$ cat src/rtl/uart_tx_frame.sv
// UART transmitter: serializes one byte as start, 7/8 data bits (LSB first),
// optional even/odd parity and 1 or 2 stop bits. All outputs are registered.
module uart_tx_frame #(
    parameter int CLKS_PER_BIT = 868,
    parameter int CNT_W        = 10
) (
    input  logic       clk,
    input  logic       arst,
    input  logic       tx_start,
    input  logic [7:0] data_in,
    input  logic       data_length,
    input  logic       parity_en,
    input  logic       parity_odd,
    input  logic       stop_two,
    output logic       tx,
    output logic       busy,
    output logic       done
);

    localparam logic [2:0] IDLE   = 3'd0;
    localparam logic [2:0] START  = 3'd1;
    localparam logic [2:0] DATA   = 3'd2;
    localparam logic [2:0] PARITY = 3'd3;
    localparam logic [2:0] STOP   = 3'd4;

    localparam logic [CNT_W-1:0] CNT_LAST = CNT_W'(CLKS_PER_BIT - 1);

    logic [2:0]       state;
    logic [CNT_W-1:0] cnt;
    logic [2:0]       bit_idx;
    logic [7:0]       shreg;
    logic             len8;
    logic             par_en;
    logic             par_odd;
    logic             stop2;
    logic             stop_idx;
    logic             par_acc;
    logic             bit_end;
    logic [2:0]       last_idx;

    assign bit_end  = (cnt == CNT_LAST);
    assign last_idx = len8 ? 3'd7 : 3'd6;

    // Baud counter: parked at zero while idle so an accepted start begins a full bit.
    always_ff @(posedge clk or posedge arst) begin
        if (arst) begin
            cnt <= '0;
        end else if (state == IDLE || bit_end) begin
            cnt <= '0;
        end else begin
            cnt <= cnt + 1'b1;
        end
    end

    always_ff @(posedge clk or posedge arst) begin
        if (arst) begin
            state    <= IDLE;
            tx       <= 1'b1;
            busy     <= 1'b0;
            done     <= 1'b0;
            bit_idx  <= '0;
            shreg    <= '0;
            len8     <= 1'b0;
            par_en   <= 1'b0;
            par_odd  <= 1'b0;
            stop2    <= 1'b0;
            stop_idx <= 1'b0;
            par_acc  <= 1'b0;
        end else begin
            done <= 1'b0;
            case (state)
                IDLE: begin
                    tx   <= 1'b1;
                    busy <= 1'b0;
                    if (tx_start) begin
                        shreg   <= data_in;
                        len8    <= data_length;
                        par_en  <= parity_en;
                        par_odd <= parity_odd;
                        stop2   <= stop_two;
                        par_acc <= 1'b0;
                        bit_idx <= '0;
                        state   <= START;
                        tx      <= 1'b0;
                        busy    <= 1'b1;
                    end
                end
                START: begin
                    if (bit_end) begin
                        state   <= DATA;
                        bit_idx <= '0;
                        tx      <= shreg[0];
                    end
                end
                DATA: begin
                    if (bit_end) begin
                        // The shift register always presents the bit on the line at [0].
                        shreg   <= {1'b0, shreg[7:1]};
                        par_acc <= par_acc ^ shreg[0];
                        if (bit_idx == last_idx) begin
                            stop_idx <= 1'b0;
                            if (par_en) begin
                                state <= PARITY;
                                tx    <= par_acc ^ shreg[0] ^ par_odd;
                            end else begin
                                state <= STOP;
                                tx    <= 1'b1;
                            end
                        end else begin
                            bit_idx <= bit_idx + 1'b1;
                            tx      <= shreg[1];
                        end
                    end
                end
                PARITY: begin
                    if (bit_end) begin
                        state    <= STOP;
                        stop_idx <= 1'b0;
                        tx       <= 1'b1;
                    end
                end
                STOP: begin
                    tx <= 1'b1;
                    if (bit_end) begin
                        if (stop2 && !stop_idx) begin
                            stop_idx <= 1'b1;
                        end else begin
                            state <= IDLE;
                            busy  <= 1'b0;
                            done  <= 1'b1;
                        end
                    end
                end
                default: begin
                    state <= IDLE;
                    tx    <= 1'b1;
                    busy  <= 1'b0;
                end
            endcase
        end
    end

endmodule

$ cat config.mk
export PLATFORM = sky130hd
export DESIGN_NAME = uart_tx_frame
export DESIGN_NICKNAME = d
export VERILOG_FILES = /design/src/rtl/uart_tx_frame.sv
export SDC_FILE = /design/constraint.sdc
export NUM_CORES = 1
export LEC_CHECK = 0
export BUFFER_PORTS_ARGS = -buffer_cell sky130_fd_sc_hd__buf_2
export CAP_MARGIN = 20
export CORE_MARGIN = 1.5
export CORE_UTILIZATION = 55
export CTS_CLUSTER_SIZE = 16
export DETAILED_ROUTE_END_ITERATION = 12
export HOLD_SLACK_MARGIN = 0.02
export PLACE_DENSITY = 0.75
export SETUP_SLACK_MARGIN = 0.1
export SKIP_LAST_GASP = 1
export SLEW_MARGIN = 0
export SYNTH_ARGS = -nofsm -noshare
export SYNTH_HDL_FRONTEND = slang
export SYNTH_SLANG_ARGS = --single-unit
$ cat constraint.sdc
create_clock -name clk -period 2.6 [get_ports clk]
set_clock_uncertainty 0.15 [all_clocks]
set_input_delay 0.13 -clock clk [delete_from_list [all_inputs] [get_ports clk]]
set_output_delay 0.13 -clock clk [all_outputs]
set_load 0.01 [all_outputs]
==> results.cfg <==
[sta]
min_period_over_period_pct = 86.90
relSlewSlack_pct = 66.26
finalHoldViolCount = 0
tns_ps = 0
slew_viol_final = 0
setup_viol_count_final = 0
worst_slew_pin_slew_ps = 506.1
fin_crit_ps = 2259
timing.fmax_mhz = 442.6
grt_setup_unrepaired = no

[critical_path]
r2r_slack_ps = 340
r2r_cells = 5
cp-end-kind = flop
timing.rr.start = cnt[0]
worstPathArrival_ps = 2340
critPathLaunch = cnt[0]
critPathLaunchType = flop
critical_path_class = reg2reg
timing.rr.end = shreg[3]
crit_path_max_fanout = 10
cp_data_required_time_ps = 2680

[die]
start_util_pct = 57.40
die_h_um = 59.21
die_w_um = 59.21
core-area_um2 = 3028
ios = 18
die_area_um2 = 3506
row_count = 20

[logic_synthesis]
ys_seq_area_share_pct = 47.59
synth_cells = 164
syn_nets = 181
ys_seq_elements = 33
netlist_area_um2 = 1738
synth-edff-count = 0
yosys_warnings = 0
ys.flop_type = dfrtp_1
ys_types = 43
synthArstFlopShare_pct = 100.0
syn_area_per_cell_um2 = 10.60

[routing]
vias = 1319
wirelength_um = 3658
ant_nets = 0
drt_iter0_drc = 79
firstDrtPassIters = 5
drc_errors = 0
wl_per_cell_um = 15.18
viasPerCell = 5.473

[global_routing]
grt_pass1_wl_um = 5747
grt_use_total_pct = 22.40
grt_max_degree = 34
antenna_found_initial = 0
grt_pass1_vias = 1274
grt-ovfl-total = 0

[placed_design]
gp_congestion = 0.8302
dpl_cell_area_um2 = 1846
hpwl_um = 2288
io_buffers = 17

[clocking]
cts-root-buf = clkbuf_4
cts_resized = 0
clock_sinks = 33
cts_tree = built
cts_buffers = 5
postCtsHoldBufs = 13
clkTransAtPathRegs_ps = 100
post_cts_buffers = 0
cts_max_path_buffers = 2
cts.htree.levels = 2
clk_latency_ps = 340

[finish]
nets = 213
area_delta_synth_final_pct = 17.42
fill_cells = 234
utilization_pct = 67.40
fin_area_um2 = 2041
final_common_cell = dfrtp_1
final_cell_mix = 32 x dfrtp_1, 18 x nor2_1, 17 x buf_2, 14 x dlygate4sd3_1
antenna_cells = 0
drive_gt1_share_pct = 22.84

[power]
leakage_nw = 0.9620
power.density_nw_per_um2 = 412.6
ir_worst_vdd_v = 0.0003373

[outcome]
outcome = finished clean

[run]
maxCapViolations = 0

[worst_hold_path]
hold_path.class = in2async
[worst max-delay path, cell delays in order (launching register included)]
cell and delay (ps):
dfrtp_1 430, ha_1 270, and4b_1 220, and3b_1 310
a21oi_4 370, mux2_2 400
[power by group]
group          leakage (nW)  switching (mW)  internal, mW
registers             0.407               0         0.513
logic                 0.524          0.0189        0.0286
clock network        0.0310           0.180         0.102
[state kept, by name, summed over array words and instances, names as in the netlist]
register	cells
par_acc	1
stop2	1
tx	1
par_odd	1
bit_idx	3
busy	1
shreg	8
done	1
state	3
cnt	10
stop_idx	1
par_en	1
len8	1
[cells in the mapped netlist (all sizes together) (2+ instances only)]
cell	n	share of area, %
a21oi	4	1.8
a31oi	6	2.2
and2	2	0.72
and3b	2	1.0
buf	4	1.9
clkbuf	4	0.86
dfrtp	32	46
ha	2	1.4
inv	7	1.5
mux2	15	11
mux2i	3	1.7
nand2	7	1.5
nand3	8	2.3
nand4	4	1.4
nor2	18	3.9
nor2b	2	0.72
nor3	4	1.4
nor4	3	1.1
o211ai	2	0.86
o21ai	7	2.0
xnor2	9	4.5
xor2	2	1.0
[metal layers]
layer	GRT usage (%)	part of all wire [%]
met2	33.91	49
met4	10.39	2.8
met5	0	0
met3	7.205	4.9
met1	29.12	44
[per-stage QoR]
stage | setup WS [ps] | instances | power [mW] | hold slack, ps
4_1_cts | 402.7 | 240 | 0.8437 | 22.53
2_1_floorplan | 570.9 | 164 | 0.5379 | 96.84
6_report | 340.7 | 241 | 0.8420 | 246.1
3_3_place_gp | 489.1 | 219 | 0.5526 | 79.11
3_5_place_dp | 421.3 | 219 | 0.5539 | 89.67
5_1_grt | 254.8 | 241 | 0.8728 | 307.2
[cells by family after synthesis]
group	count (synthesis)	share of synthesized area (%)
AOI/OAI and AO/OA	26	10.22
xor gates and xnor gates	11	5.544
adders and majority gates	2	1.440
buffers and inverters	15	4.248
DFF	33	47.59
muxes	18	12.74
and+or+nand+nor	59	18.22
[worst max-delay path by stage]
stage	cells past startpoint	slack [ps]	endpoint
floorplan	6	570	shreg[1]
global placement	5	490	shreg[5]
global route	5	250	shreg[3]
finish	5	340	shreg[3]
CTS	5	400	shreg[6]
detailed placement	5	420	shreg[6]
[area by class of cell]
cell class | instances | area, µm² | share of cell area [%]
multi-input cells | 116 | 837.1 | 41.02
flip-flops and latches | 33 | 827.0 | 40.53
repair buffers | 33 | 240.2 | 11.77
well taps | 44 | 55.05 | 2.698
clock buffers | 5 | 37.54 | 1.839
inverters | 7 | 26.28 | 1.288
clock inverters | 3 | 17.52 | 0.8584
No activity file was read; power rests on OpenSTA's default activity.
